===== src/rtl/operand_stack_if.sv =====
// Command/status bundle between the calculator control FSM and the operand stack.
// The control side takes the master modport, the stack takes the slave modport.
interface operand_stack_if #(
  parameter int BITS  = 8,
  parameter int DEPTH = 4,
  parameter int CW    = $clog2(DEPTH + 1)
);
  logic [BITS-1:0] d;
  logic            push;
  logic            pop;
  logic            swap;
  logic            dup;
  logic            clear;
  logic            err_clr;
  logic [BITS-1:0] top;
  logic [BITS-1:0] second;
  logic [CW-1:0]   count;
  logic            empty;
  logic            full;
  logic            overflow;
  logic            underflow;

  modport master (
    output d, push, pop, swap, dup, clear, err_clr,
    input  top, second, count, empty, full, overflow, underflow
  );

  modport slave (
    input  d, push, pop, swap, dup, clear, err_clr,
    output top, second, count, empty, full, overflow, underflow
  );
endinterface


===== src/rtl/operand_stack.sv =====
// DEPTH-entry LIFO operand store with push/pop/replace/swap/dup/clear and sticky
// error flags. Entry 0 is the top; the array shifts on push and pop.
module operand_stack #(
  parameter int BITS  = 8,
  parameter int DEPTH = 4,
  parameter int CW    = $clog2(DEPTH + 1)
) (
  input logic            clk,
  input logic            reset,
  operand_stack_if.slave stk
);
  logic [BITS-1:0] ent_q [DEPTH];
  logic [BITS-1:0] ent_d [DEPTH];
  logic [CW-1:0]   count_q;
  logic [CW-1:0]   count_d;
  logic            ovf_q;
  logic            ovf_d;
  logic            udf_q;
  logic            udf_d;
  logic            ovf_set_s;
  logic            udf_set_s;
  logic            has1_s;
  logic            has2_s;
  logic            full_s;

  assign has1_s = (count_q != {CW{1'b0}});
  assign has2_s = (count_q > CW'(1));
  assign full_s = (count_q == CW'(DEPTH));

  // Command decode in priority order; error cases leave contents and count alone.
  always_comb begin
    ent_d     = ent_q;
    count_d   = count_q;
    ovf_set_s = 1'b0;
    udf_set_s = 1'b0;
    if (stk.clear) begin
      count_d = {CW{1'b0}};
    end else if (stk.push && stk.pop) begin
      if (has1_s) begin
        ent_d[0] = stk.d;
      end else begin
        udf_set_s = 1'b1;
      end
    end else if (stk.push) begin
      if (!full_s) begin
        ent_d[0] = stk.d;
        for (int i = 1; i < DEPTH; i++) ent_d[i] = ent_q[i-1];
        count_d = count_q + CW'(1);
      end else begin
        ovf_set_s = 1'b1;
      end
    end else if (stk.pop) begin
      if (has1_s) begin
        for (int i = 0; i < DEPTH - 1; i++) ent_d[i] = ent_q[i+1];
        ent_d[DEPTH-1] = {BITS{1'b0}};
        count_d = count_q - CW'(1);
      end else begin
        udf_set_s = 1'b1;
      end
    end else if (stk.swap) begin
      if (has2_s) begin
        ent_d[0] = ent_q[1];
        ent_d[1] = ent_q[0];
      end else begin
        udf_set_s = 1'b1;
      end
    end else if (stk.dup) begin
      if (!has1_s) begin
        udf_set_s = 1'b1;
      end else if (full_s) begin
        ovf_set_s = 1'b1;
      end else begin
        for (int i = 1; i < DEPTH; i++) ent_d[i] = ent_q[i-1];
        count_d = count_q + CW'(1);
      end
    end else begin
      count_d = count_q;
    end
    // A new error in the same cycle as err_clr still sets the flag.
    ovf_d = ovf_set_s | (ovf_q & ~stk.err_clr);
    udf_d = udf_set_s | (udf_q & ~stk.err_clr);
  end

  // State registers with synchronous reset.
  always_ff @(posedge clk) begin
    if (reset) begin
      for (int i = 0; i < DEPTH; i++) ent_q[i] <= {BITS{1'b0}};
      count_q <= {CW{1'b0}};
      ovf_q   <= 1'b0;
      udf_q   <= 1'b0;
    end else begin
      ent_q   <= ent_d;
      count_q <= count_d;
      ovf_q   <= ovf_d;
      udf_q   <= udf_d;
    end
  end

  // Entries beyond count may be stale after clear, so mask them.
  assign stk.top       = has1_s ? ent_q[0] : {BITS{1'b0}};
  assign stk.second    = has2_s ? ent_q[1] : {BITS{1'b0}};
  assign stk.count     = count_q;
  assign stk.empty     = ~has1_s;
  assign stk.full      = full_s;
  assign stk.overflow  = ovf_q;
  assign stk.underflow = udf_q;
endmodule

===== src/flat_wrapper.sv =====
// flat-port wrapper written by rule: the top's interface ports become plain ports
module operand_stack_flat 
#(
  parameter int BITS  = 8,
  parameter int DEPTH = 4,
  parameter int CW    = $clog2(DEPTH + 1)
)
  (clk, reset, stk_d, stk_push, stk_pop, stk_swap, stk_dup, stk_clear, stk_err_clr, stk_top, stk_second, stk_count, stk_empty, stk_full, stk_overflow, stk_underflow);
  operand_stack_if #(.BITS(BITS), .DEPTH(DEPTH), .CW(CW)) stk_i ();
  input logic clk;
  input logic reset;
  input wire logic [$bits(stk_i.d)-1:0] stk_d;
  input wire logic [$bits(stk_i.push)-1:0] stk_push;
  input wire logic [$bits(stk_i.pop)-1:0] stk_pop;
  input wire logic [$bits(stk_i.swap)-1:0] stk_swap;
  input wire logic [$bits(stk_i.dup)-1:0] stk_dup;
  input wire logic [$bits(stk_i.clear)-1:0] stk_clear;
  input wire logic [$bits(stk_i.err_clr)-1:0] stk_err_clr;
  output wire logic [$bits(stk_i.top)-1:0] stk_top;
  output wire logic [$bits(stk_i.second)-1:0] stk_second;
  output wire logic [$bits(stk_i.count)-1:0] stk_count;
  output wire logic [$bits(stk_i.empty)-1:0] stk_empty;
  output wire logic [$bits(stk_i.full)-1:0] stk_full;
  output wire logic [$bits(stk_i.overflow)-1:0] stk_overflow;
  output wire logic [$bits(stk_i.underflow)-1:0] stk_underflow;
  assign stk_i.d = stk_d;
  assign stk_i.push = stk_push;
  assign stk_i.pop = stk_pop;
  assign stk_i.swap = stk_swap;
  assign stk_i.dup = stk_dup;
  assign stk_i.clear = stk_clear;
  assign stk_i.err_clr = stk_err_clr;
  assign stk_top = stk_i.top;
  assign stk_second = stk_i.second;
  assign stk_count = stk_i.count;
  assign stk_empty = stk_i.empty;
  assign stk_full = stk_i.full;
  assign stk_overflow = stk_i.overflow;
  assign stk_underflow = stk_i.underflow;
  operand_stack #(.BITS(BITS), .DEPTH(DEPTH), .CW(CW)) u_core (.clk(clk), .reset(reset), .stk(stk_i));
endmodule

===== config.mk =====
export PLATFORM = sky130hd
export DESIGN_NAME = operand_stack_flat
export DESIGN_NICKNAME = d
export VERILOG_FILES = /design/src/rtl/operand_stack_if.sv /design/src/rtl/operand_stack.sv /design/src/flat_wrapper.sv
export SDC_FILE = /design/constraint.sdc
export NUM_CORES = 1
export LEC_CHECK = 0
export ABC_AREA = 1
export CORE_ASPECT_RATIO = 0.9
export CORE_MARGIN = 5
export CORE_UTILIZATION = 30
export CTS_BUF_LIST = sky130_fd_sc_hd__clkbuf_4
export CTS_CLUSTER_SIZE = 14
export DETAILED_ROUTE_END_ITERATION = 6
export GPL_ROUTABILITY_DRIVEN = 0
export PLACE_DENSITY = 0.55
export REMOVE_ABC_BUFFERS = 1
export SLEW_MARGIN = 20
export SYNTH_ARGS = -nofsm -noshare
export SYNTH_HDL_FRONTEND = slang
export SYNTH_SLANG_ARGS = --single-unit

===== constraint.sdc =====
create_clock -name clk -period 1.6 [get_ports clk]
set_input_delay 0.16 -clock clk [delete_from_list [all_inputs] [get_ports clk]]
set_output_delay 0.16 -clock clk [all_outputs]
set_load 0.05 [all_outputs]

# [Word level (Yosys, flattened, before mapping)]
# Index checks and enable logic that the tools add are counted.
[word_totals] ff_bits=37 word_cells=78 out_inout_bits=23 in_bits=16
[op_classes] n_mux=38 add_sub_neg=2 eq_ne=9 n_bitwise=8 magnitude_cmp=1 n_reduce_logical=13
[op_table] cell="2-to-1 mux 32 bit" n=4
[op_table] cell="2-to-1 mux 24 bit" n=3
[op_table] cell="2-to-1 mux 8 bit" n=6
[op_table] cell="2-to-1 mux 16 bit" n=2
[op_table] cell="2-to-1 mux 3 bit" n=7
[op_table] cell="2-to-1 mux 1 bit" n=16
[op_table] cell="nonzero test 4 bit" n=3
[op_table] cell="nonzero test 3 bit" n=3
[op_table] cell="AND reduction 8 bit" n=1
[op_table] cell="AND reduction 7 bit" n=1
[op_table] cell="!= test 3 x 2 -> 1 bit (second input constant)" n=2
[op_table] cell="!= test 3 bit (second input constant)" n=2
[op_table] cell="AND reduction 6 bit" n=1
[op_table] cell="!= test 2 bit (second input constant)" n=2
[op_table] cell="!= test 4 x 3 -> 1 bit (second input constant)" n=1
[op_table] cell="inverter 1 bit" n=4
[op_table] cell="AND reduction 4 bit" n=1
[op_table] cell="adder 3 x 1 -> 3 bit (second input constant)" n=1
[op_table] cell="equality test 3 bit (second input constant)" n=1
[op_table] cell="greater-than comparator 3 x 1 -> 1 bit (second input constant)" n=1
[op_table] cell="subtractor 3 x 1 -> 3 bit (second input constant)" n=1
[op_table] cell="AND 1 bit" n=2
[op_table] cell="!= test 2 x 1 -> 1 bit (second input constant)" n=1
[op_table] cell="bitwise OR 1 bit" n=2
[op_table] cell="other kinds (3)" n=3

# [Logic depth before layout (Yosys ltp)]
[depth] word_depth=10 depth_mapped=12 ltp_nobuf=12

# [Worst setup path before layout]
# OpenSTA, ideal clock, no wires.
[synth_timing] kind="reg-to-output" start="reg u_core.count_q[0], in the netlist u_core.stk.count[0]" end="out stk_top[0]" arrival_ns=2.179 required_time_ns=1.440 n_path_buf=1 setup_slack_ns=-0.739 path_stages_with_launch=7 path_cell_list="dfxtp_1 inv_1 ha_1 inv_1 nor2_1 buf_2 nor2_1"
[synth_via] elab_chain_cells=2
[synth_rtl] item="start, declared" line="operand_stack.sv:14" source="logic [CW-1:0] count_q;"
[synth_rtl] item="start signal, assigned" line="operand_stack.sv:88" source="count_q <= {CW{1'b0}};"
[synth_rtl] item="start signal, assigned" line="operand_stack.sv:93" source="count_q <= count_d;"
[synth_rtl] item="nonzero test 3 bit" line="operand_stack.sv:26" source="assign has1_s = (count_q != {CW{1'b0}});"
[synth_rtl] item="2-to-1 mux 8 bit" line="operand_stack.sv:100" source="assign stk.top = has1_s ? ent_q[0] : {BITS{1'b0}};"
[synth_rtl] item="end, declared" line="flat_wrapper.sv:19" source="output wire logic [$bits(stk_i.top)-1:0] stk_top;"
# Every way passes these cells.

# [Worst setup path after layout]
[layout_timing] start="reg u_core.count_q[1], in the netlist u_core.stk.count[1]" end="out stk_second[6]"
[layout_via] elab_chain_cells=2
[layout_rtl] item="greater-than comparator 3 x 1 -> 1 bit" line="operand_stack.sv:27" source="assign has2_s = (count_q > CW'(1));"
[layout_rtl] item="2-to-1 mux 8 bit" line="operand_stack.sv:101" source="assign stk.second = has2_s ? ent_q[1] : {BITS{1'b0}};"
[layout_rtl] item="end, declared" line="flat_wrapper.sv:20" source="output wire logic [$bits(stk_i.second)-1:0] stk_second;"
# Every way passes these cells.

==> metrics.md <==
| Metric | Value |
|---|---|
| Pin count of the biggest net entering global routing | `23` |
| Root Driver | `clkbuf_4` |
| Crit path top cell by count | `buf_12` |
| Global-route wire length before repair | `11020 um` |
| Largest family of logic cells by synthesized area | `simple AND/OR/NAND/NOR gates` |
| Iteration-0 DRC Markers | `125` |
| Max IR drop VDD | `0.3419 mV` |
| Pwr dens | `686.3 nW/um2` |
| Vias/cell | `4.579` |
| Fmax | `0.5731 GHz` |
| Pwr Total | `2.513 mW` |
| CP max-delay cell | `dfxtp_2` |
| Initial Util | `31.31%` |
| Pins Over Slew Limit | `0` |
| Worst-Skew Late Latency | `350 ps` |
| Initial antenna violation count | `0` |
| Ant. Diodes | `0` |
| Post-route clock period utilization | `109.1%` |
| IO Pins | `39` |
| Layout cell share with drive strength beyond 1 | `38.74%` |
| IO buf count | `38` |
| Grt total ovfl | `0` |
| Worst Tran Pin Value | `379.1 ps` |
| Die area | `9291 um2` |
| Crit. End Element | `output pin` |
| Clock-pin slew on the worst setup and hold paths | `120 ps` |
| Comb pwr share | `38.4%` |
| Post-Synth XOR/XNOR Area | `0%` |
| Area Growth Syn to Fin | `63.61%` |
| Yosys warning count | `0` |
| Fin worst setup slack | `-144.9 ps` |
| CTS Hold Bufs | `0` |
| CTS Sinks | `37` |
| RSZ-0062 raised after global routing | `yes` |
| Vias | `2459` |
| WS Path Type | `reg -> out` |
| Final hold violations | `0` |
| Setup_tns | `-2468 ps` |
| Max stage delay on crit path | `350 ps` |
| Compound-Gate Fraction of Synth Area | `12.63%` |
| DP HPWL | `4850 um` |
| Critical path data required time | `1440 ps` |
| Sequential power share | `41.5%` |
| Max Fanout on Critical Path | `5` |
| Worst Skew | `12.58 ps` |
| Post-Synth Adder-Cell Area | `2.236%` |
| DRC Markers | `0` |
| Post-Syn Area | `2238 um2` |
| Hold Slack | `430.2 ps` |
| Arrival time at the worst endpoint | `1580 ps` |
| Routed WL per cell | `13.03 um` |
| Syn avg cell area | `6.235 um2` |
| Cell count after synthesis | `359` |
| CTS tree | `built` |
| Die Wd | `101.1 um` |
| Initial DRT Pass Iterations | `5` |
| Pint | `1.594 mW` |
| # setup viols final | `35` |
| Global-route usage over all layers | `14.71%` |
| H-tree depth | `2` |
| Maximum buffer depth of the clock tree | `2` |
| Commonest non-fill, non-tap cell in the layout | `nand2_1` |
| Core area | `7148 um2` |
| Switching Power | `0.9196 mW` |
| Leakage | `1.626 nW` |
| Status | `complete, but fails checks` |
| Commonest cells after routing, fill and taps aside | `nand2_1 (70), nor2_1 (52), inv_1 (45)` |
| Simple-gate portion of the synthesized area | `38.79%` |
| Switch share | `36.59%` |
| Max-cap violations | `0` |
| Seq/Total Area, Yosys | `33.09%` |
| Clock network power share | `20.1%` |
| Synth cell types | `29` |
| Final wirelength | `6999 um` |
| Post-layout min period | `1745 ps` |
| Critical path cell sequence | `inv_2, buf_6, ha_4, nand2_4, nand2_8, buf_12, nor2_4, buf_12` |
| Vias in the first global route | `2286` |
| Die Y | `91.95 um` |
| Mux contribution to synthesized area | `0%` |
| Number of buffers created by CTS | `5` |
| Core Util, Final | `51.23%` |
| Worst rel slew slack | `74.70%` |
| Failing checks | `negative setup slack` |
| Seq cells post-synth | `37` |
| Nets | `463` |
| FP Rows | `29` |
| Hold crit path type | `in -> reg` |
| Startpoint Class | `register` |
| Antenna Violating Nets Remaining | `0` |
## metrics by stage
step           instance area, um2  worst slack, ps  std cells
3_3_place_gp                 3013           -312.9        515
3_5_place_dp                 3013           -285.2        515
6_report                     3662           -144.9        537
5_1_grt                      3662           -219.9        537
2_1_floorplan                2143            -1218        345
4_1_cts                      3308           -167.2        528
## cells by family after synthesis
| group | count (synthesis) |
|---|---|
| fa+ha+maj | 4 |
| simple gates | 200 |
| compound gates | 51 |
| flops | 37 |
| buf+inv | 67 |
## flip-flops by register name, indices dropped and copies added, names as in the netlist
signal	cells
u_core.stk.underflow	1
u_core.stk.count	3
u_core.ent_q	32
u_core.stk.overflow	1
## path summary, 6_finish.rpt
| kind | start | to | cells after the start | slack (ps) |
|---|---|---|---|---|
| max | u_core.stk.count[1] | stk_second[6] | 8 | -140 |
| min | stk_err_clr | u_core.stk.underflow | 4 | 430 |
| min reg2reg | u_core.stk.underflow | u_core.stk.underflow | 2 | 490 |
| max reg2reg | u_core.stk.count[1] | u_core.ent_q[2] | 13 | -80 |
## what timing repair did
item	in CTS	in global routing
gates cloned	0	1
pin swaps	7	31
gates resized for setup	55	86
buffers inserted	5	8
setup endpoints to repair	53	54
## Yosys cell counts
cell	instances	area [um2]
a21oi_1	20	100.1
a21oi_4	1	16.27
buf_2	6	30.03
buf_4	2	15.01
buf_6	2	22.52
buf_8	1	15.01
clkbuf_1	2	7.510
clkbuf_2	1	5.000
dfxtp_1	37	740.7
ha_1	4	50.05
inv_1	51	191.4
inv_2	1	3.750
inv_4	1	6.260
nand2_1	82	307.8
nand2_2	7	43.79
nand2_4	1	11.26
nand3_1	14	70.07
nand3_2	1	10.01
nand4_1	8	50.05
nor2_1	71	266.5
nor2_2	12	75.07
nor2_4	2	22.52
nor3_1	1	5.000
o211ai_1	1	7.510
o21ai_0	25	125.1
o21ai_1	2	10.01
o21ai_4	1	16.27
o31ai_1	1	7.510
or2_2	1	6.260
## cell type report
| cell class | count | area, um2 |
|---|---|---|
| clock inverter | 2 | 10.01 |
| tap | 93 | 116.4 |
| fill | 688 | 3486 |
| sequential | 37 | 743.2 |
| multi-input combinational | 255 | 1553 |
| clock buffer | 6 | 45.04 |
| inverter | 53 | 214.0 |
| timing repair buffer | 90 | 964.7 |
| timing repair inverter | 1 | 16.27 |
## layer usage
layer	track usage (%)	up-vias	routed length, um
met4	4.208	0	99
li1	-	1278	-
met3	2.883	7	368
met5	0	-	0
met1	20.15	1116	3275
met2	23.37	58	3255
## power groups by stage
stage	clock [mW]	sequential (mW)	combinational [mW]
floorplan	0	1.07	0.408
global placement	0	1.05	0.725
detailed placement	0	1.06	0.726
CTS	0.521	1.04	0.819
global route	0.560	1.05	1.05
finish	0.504	1.04	0.966
## worst max-delay path: cells and delay by family (launching register included)
kind | cells | cell delay (ps)
buf+inv | 4 | 460
flops | 1 | 350
fa+ha+maj | 1 | 150
simple gates | 3 | 240
(Power assumes the default switching activity.)
